===== src/rtl/saturn_fetch_unit.sv =====
// saturn_fetch_unit -- instruction-fetch front end on the nibble-wide HP48 bus.
// Owns the PC, issues LOAD_PC / PC_READ commands in phase-0 issue slots,
// captures the returned nibble in phase-1 capture slots and hands it to the
// decoder together with its address.
// Optional feature macro: FETCH_BUSERR_EN (sticky bus-error flag, fetch freeze).

module saturn_fetch_unit #(
    parameter logic [19:0] RESET_PC  = 20'h00000,
    parameter logic [3:0]  CMD_PC_RD = 4'h0,
    parameter logic [3:0]  CMD_LD_PC = 4'h4
) (
    input  logic        i_clk,
    input  logic        i_reset,
    input  logic        i_en_bus_send,
    input  logic        i_en_bus_recv,
    input  logic        i_inc_pc,
    input  logic        i_stall,
    input  logic        i_load_pc,
    input  logic [19:0] i_new_pc,
    input  logic [3:0]  i_bus_nibble_in,
    input  logic        i_bus_error,
    output logic        o_bus_strobe,
    output logic [3:0]  o_bus_cmd,
    output logic [3:0]  o_bus_nibble_out,
    output logic [19:0] o_pc,
    output logic [3:0]  o_nibble,
    output logic        o_nibble_valid,
    output logic        o_stalled,
    output logic        o_fetch_error
);

    typedef enum logic [1:0] {ST_CMD, ST_ADDR, ST_FIRST, ST_RUN} state_t;

    state_t      state, state_nx;
    logic [19:0] pc, pc_nx;
    logic [2:0]  addr_cnt, addr_cnt_nx;
    logic        pending_jump;
    logic        read_inflight;
    logic        read_issue;
    logic        slot_taken;
    logic        frozen;
    logic        bus_fault;

    // Issue-slot decode: next state, PC update and the bus command of this cycle.
    always_comb begin
        // NOTE: every signal gets a default first so no path leaves it unassigned (no latches).
        state_nx         = state;
        pc_nx            = pc;
        addr_cnt_nx      = addr_cnt;
        o_bus_strobe     = 1'b0;
        o_bus_cmd        = 4'h0;
        o_bus_nibble_out = 4'h0;
        read_issue       = 1'b0;
        slot_taken       = 1'b0;

        if (i_en_bus_send && !i_reset && !frozen) begin
            slot_taken = 1'b1;
            if (pending_jump) begin
                // The jump slot itself is silent; the LOAD_PC sequence starts next slot.
                state_nx = ST_CMD;
            end else begin
                case (state)
                    ST_CMD: begin
                        o_bus_strobe = 1'b1;
                        o_bus_cmd    = CMD_LD_PC;
                        addr_cnt_nx  = 3'd0;
                        state_nx     = ST_ADDR;
                    end
                    ST_ADDR: begin
                        // Address goes out low nibble first, five nibbles in total.
                        o_bus_strobe     = 1'b1;
                        o_bus_cmd        = CMD_LD_PC;
                        o_bus_nibble_out = pc[{addr_cnt, 2'b00} +: 4];
                        addr_cnt_nx      = addr_cnt + 3'd1;
                        if (addr_cnt == 3'd4) begin
                            state_nx = ST_FIRST;
                        end
                    end
                    ST_FIRST: begin
                        // Slave already points at pc, so no increment for the first read.
                        o_bus_strobe = 1'b1;
                        o_bus_cmd    = CMD_PC_RD;
                        read_issue   = 1'b1;
                        state_nx     = ST_RUN;
                    end
                    ST_RUN: begin
                        // Slave auto-increments on every PC_READ; pc follows it.
                        if (i_inc_pc && !i_stall) begin
                            pc_nx        = pc + 20'd1;
                            o_bus_strobe = 1'b1;
                            o_bus_cmd    = CMD_PC_RD;
                            read_issue   = 1'b1;
                        end
                    end
                endcase
            end
        end

        // A jump overrides any increment; the last target before a slot wins.
        if (i_load_pc) begin
            pc_nx = i_new_pc;
        end
    end

    // State, PC, jump bookkeeping and nibble capture.
    always_ff @(posedge i_clk) begin
        if (i_reset) begin
            state          <= ST_CMD;
            pc             <= RESET_PC;
            addr_cnt       <= 3'd0;
            pending_jump   <= 1'b0;
            read_inflight  <= 1'b0;
            o_pc           <= RESET_PC;
            o_nibble       <= 4'h0;
            o_nibble_valid <= 1'b0;
        end else begin
            // NOTE: non-blocking so every register here sees the pre-edge values of the others.
            state          <= state_nx;
            pc             <= pc_nx;
            addr_cnt       <= addr_cnt_nx;
            o_nibble_valid <= 1'b0;

            if (i_load_pc) begin
                pending_jump <= 1'b1;
            end else if (slot_taken) begin
                pending_jump <= 1'b0;
            end

            // A jump discards any read still in flight, so it never produces a pulse.
            if (i_load_pc) begin
                read_inflight <= 1'b0;
            end else if (read_issue) begin
                read_inflight <= 1'b1;
            end else if (i_en_bus_recv && read_inflight) begin
                read_inflight <= 1'b0;
                if (!bus_fault) begin
                    o_nibble       <= i_bus_nibble_in;
                    o_pc           <= pc;
                    o_nibble_valid <= 1'b1;
                end
            end
        end
    end

`ifdef FETCH_BUSERR_EN
    logic fetch_error_q;
    logic frozen_q;

    assign bus_fault = i_bus_error;

    // Sticky error flag plus fetch freeze; a later jump releases only the freeze.
    always_ff @(posedge i_clk) begin
        if (i_reset) begin
            fetch_error_q <= 1'b0;
            frozen_q      <= 1'b0;
        end else begin
            if (i_en_bus_recv && i_bus_error) begin
                fetch_error_q <= 1'b1;
                frozen_q      <= 1'b1;
            end
            if (i_load_pc) begin
                frozen_q <= 1'b0;
            end
        end
    end

    assign frozen        = frozen_q;
    assign o_fetch_error = fetch_error_q;
`else
    logic unused_bus_error;

    assign unused_bus_error = i_bus_error;
    assign bus_fault        = 1'b0;
    assign frozen           = 1'b0;
    assign o_fetch_error    = 1'b0;
`endif

    assign o_stalled = (state != ST_RUN) | i_stall | pending_jump | frozen;

endmodule


===== config.mk =====
export PLATFORM = sky130hd
export DESIGN_NAME = saturn_fetch_unit
export DESIGN_NICKNAME = d
export VERILOG_FILES = /design/src/rtl/saturn_fetch_unit.sv
export SDC_FILE = /design/constraint.sdc
export NUM_CORES = 1
export LEC_CHECK = 0
export ABC_AREA = 1
export BUFFER_PORTS_ARGS = -buffer_cell sky130_fd_sc_hd__buf_2
export CAP_MARGIN = 25
export CORE_ASPECT_RATIO = 1.2
export CORE_MARGIN = 5
export CORE_UTILIZATION = 55
export CTS_CLUSTER_SIZE = 10
export DETAILED_ROUTE_END_ITERATION = 7
export PLACE_DENSITY = 0.78
export SLEW_MARGIN = 15
export SYNTH_ARGS = -nofsm -noshare
export SYNTH_HDL_FRONTEND = slang
export SYNTH_SLANG_ARGS = --single-unit

===== constraint.sdc =====
create_clock -name i_clk -period 4.1 [get_ports i_clk]
set_clock_uncertainty 0.2 [all_clocks]
set_input_delay 0.205 -clock i_clk [delete_from_list [all_inputs] [get_ports i_clk]]
set_output_delay 0.205 -clock i_clk [all_outputs]
set_load 0.03 [all_outputs]

==> flow_metrics.py <==
metrics = {
    "worst_hold_path": {
        "hold_path_end": "pc[8]$_SDFFE_PP0P_",
        "hold_path_startpoint": "i_new_pc[8]",
        "worstHoldPathCells": 3,
        "hold_path.class": "input port to flop",
    },
    "clock_network": {
        "post_cts_buffers": 0,
        "cts_buffers": 5,
        "cts_buffer_depth": 2,
        "cts_root_buf": "clkbuf_8",
        "worstSkewPairLatency_ps": 310,
        "postCtsHoldBufs": 11,
        "path_clk_slew_ps": 100,
        "htree_levels": 2,
        "cts_sinks": 52,
        "cts_resized": 0,
        "cts_tree": "yes",
    },
    "run": {
        "cap_violations": 0,
    },
    "logic_synthesis": {
        "netlist.area_leader.share": 0.349,
        "ys_types": 31,
        "ys_seq_area_frac": 0.349,
        "synth_async_sr_flop_share": 0,
        "yosys-top-cells-count": "nand2_1, a21oi_1, inv_1",
        "yosysMostFrequentCell": "nand2_1",
        "syn_area_um2": 2980,
        "avgSynthCellArea_um2": 6.59,
        "yosys_most_used_dff": "dfxtp_1",
        "synth_seq_cells": 52,
        "synth_area_leaders": "dfxtp_1, nand2_1, a21oi_1",
        "synth_edf_count": 0,
        "yosys.area.top_type": "dfxtp_1",
        "synth_warnings": 0,
        "synthCells": 452,
    },
    "sta": {
        "fmax_ghz": 0.434,
        "post-route-period-util": 0.562,
        "setup-tns-final_ps": 0,
        "drv_slew": 0,
        "finalCriticalPeriod_ps": 2300,
        "hold_viol": 0,
        "rsz0062_at_grt": "false",
        "setup_viol": 0,
        "worst_pin_slew_ps": 599,
        "relSlewSlack": 0.600,
        "fin_ws_ps": 1800,
    },
    "power_and_ir_drop": {
        "clkPwrFrac": 0.313,
        "seqPwrFrac": 0.569,
        "p_sw_w": 0.000273,
        "swShare": 0.284,
        "internal_power_w": 0.000686,
        "power_density_nw_per_um2": 278,
        "pwr-share-comb": 0.118,
        "p_leak_nw": 1.59,
        "irDropWorstVdd_mv": 0.231,
    },
    "die": {
        "io_pins": 68,
        "die_w_um": 77.2,
        "coreArea_um2": 5260,
        "dieArea_um2": 6990,
        "core.rowCount": 29,
        "start_util": 0.566,
        "die_h_um": 90.6,
    },
    "routing": {
        "wirelength_mm": 7.89,
        "wl_per_cell_um": 13.7,
        "drtPass1Iterations": 4,
        "dr.first_iter.drc_count": 200,
        "drc": 0,
        "antenna_left": 0,
        "vias_per_cell": 5.29,
        "vias": 3052,
    },
    "critical_path": {
        "startpoint_type": "flop",
        "criticalPathCategory": "flop to output pin",
        "r2r_slack_ps": 1950,
        "cp_data_required_time_ps": 3690,
        "worstReg2RegStart": "state[0]$_SDFFE_PP0P_",
        "critPathSlowestCell": "dfxtp_1",
        "end_kind": "output pin",
        "r2r-end": "o_pc[17]$_SDFFE_PP0P_",
        "cp_max_fo": 12,
        "cp.arrival_ps": 1900,
        "worst-path-buf-inv": 3,
        "critPathTopFamily": "buffers and inverters",
        "worst-r2r-cell-count": 9,
        "cp_slowest_stage_delay_ps": 550,
        "path_cells": "clkinv_1 > a21oi_1 > o21ai_0 > nand3_1 > nand2_1 > inv_1 > buf_2",
    },
    "grt": {
        "grt_overflow": 0,
        "grt_start_max_net_pins": 47,
        "grtUsageTotal": 0.222,
        "antenna_found_initial": 0,
        "first_global_vias": 2795,
        "grt_pass1_wl_mm": 13.0,
    },
    "cells_and_area": {
        "diodes": 0,
        "drive_gt1_frac": 0.157,
        "stdcell_area_um2": 3440,
        "multi_input_area_um2": 1590,
        "area_growth_syn_to_layout_pct": 15.6,
        "fillers": 535,
        "regArea_um2": 1040,
        "num-nets-final": 554,
    },
    "placed_design": {
        "placed_area_um2": 3250,
        "gp_congestion": 0.941,
        "hpwlAfterDp_mm": 5.60,
        "post-place-ws_ps": 1690,
        "io_buffers": 62,
    },
    "run_status": {
        "outcome": "finished clean",
    },
}
==> per-layer routing <==
layer  up-vias  GRT usage  wire, um  share of wire
met5         -          0         0              0
li1       1570          -         -              -
met3        10     0.0439       458          0.058
met2        84      0.392      4040           0.51
met4         0     0.0516        91          0.012
met1      1388      0.273      3300           0.42
==> cell type report <==
cell class | count | share of cell area
clock inverters | 2 | 0.00472
repair buffers | 74 | 0.124
well taps | 62 | 0.0225
clock buffers | 6 | 0.0211
flip-flops and latches | 52 | 0.302
multi-input cells | 322 | 0.460
inverters | 59 | 0.0650
==> worst register-to-register path, delay by kind of cell, from the launching register on <==
kind	cells	cell delay, ps
AOI/OAI and AO/OA	1	130
adders and majority gates	1	200
and+or+nand+nor	6	1080
buffers and inverters	1	50
DFF	1	420
==> logic make-up after synthesis <==
logic type / count (synthesis) / synth area share
xor gates and xnor gates: 6 / 0.0176
other: 1 / 0.00126
buffers and inverters: 81 / 0.122
AOI/OAI and AO/OA: 94 / 0.162
DFF: 52 / 0.349
and+or+nand+nor: 210 / 0.314
adders and majority gates: 8 / 0.0336
==> power by group through the flow <==
| stage | combinational [W] | clock (W) | sequential, W |
|---|---|---|---|
| 2_1_floorplan | 0.0000825 | 0 | 0.000544 |
| 3_3_place_gp | 0.000103 | 0 | 0.000556 |
| 3_5_place_dp | 0.000104 | 0 | 0.000556 |
| 4_1_cts | 0.000113 | 0.000309 | 0.000545 |
| 5_1_grt | 0.000128 | 0.000330 | 0.000547 |
| 6_report | 0.000113 | 0.000300 | 0.000545 |
==> cells in the final DEF, fill, tap and decap left out, types with 2 or more instances in the layout <==
| cell | instances |
|---|---|
| dlygate4sd3_1 | 11 |
| conb_1 | 4 |
| nor2_4 | 2 |
| a31oi_1 | 3 |
| ha_1 | 8 |
| nand2_1 | 106 |
| o21ai_0 | 25 |
| a21oi_1 | 60 |
| nor3_1 | 3 |
| nand3_1 | 55 |
| o21ai_1 | 3 |
| clkinv_1 | 2 |
| nor2_1 | 34 |
| inv_1 | 56 |
| dfxtp_1 | 52 |
| clkbuf_8 | 5 |
| nand2_4 | 4 |
| buf_2 | 62 |
| nor2_2 | 2 |
| xor2_1 | 5 |
==> registers in the layout, summed over array words and instances, names as in the netlist <==
register        flops
o_pc               20
addr_cnt            3
o_nibble_valid      1
pending_jump        1
o_nibble            4
pc                 20
state               2
read_inflight       1
==> through the flow <==
step           hold slack (ps)  cells  total power (W)  utilization
4_1_cts                   1.27    577         0.000966        0.655
3_5_place_dp               249    558         0.000660        0.617
3_3_place_gp               245    558         0.000658        0.617
6_report                  4.73    577         0.000958        0.655
2_1_floorplan              167    455         0.000627            -
5_1_grt                   39.1    577          0.00101        0.655
==> worst max-delay path by stage <==
stage	from	to	slack, ps	cells past startpoint
after detailed placement	i_load_pc	o_pc[19]$_SDFFE_PP0P_	1690	7
final	addr_cnt[0]$_SDFFE_PP0P_	o_bus_nibble_out[1]	1800	7
after global placement	i_load_pc	o_pc[11]$_SDFFE_PP0P_	1730	7
after floorplan	state[0]$_SDFFE_PP0P_	o_pc[10]$_SDFFE_PP0P_	2470	10
after global routing	addr_cnt[0]$_SDFFE_PP0P_	o_bus_nibble_out[1]	1590	7
after CTS	addr_cnt[0]$_SDFFE_PP0P_	o_bus_nibble_out[1]	1820	7
(Power assumes the default switching activity.)
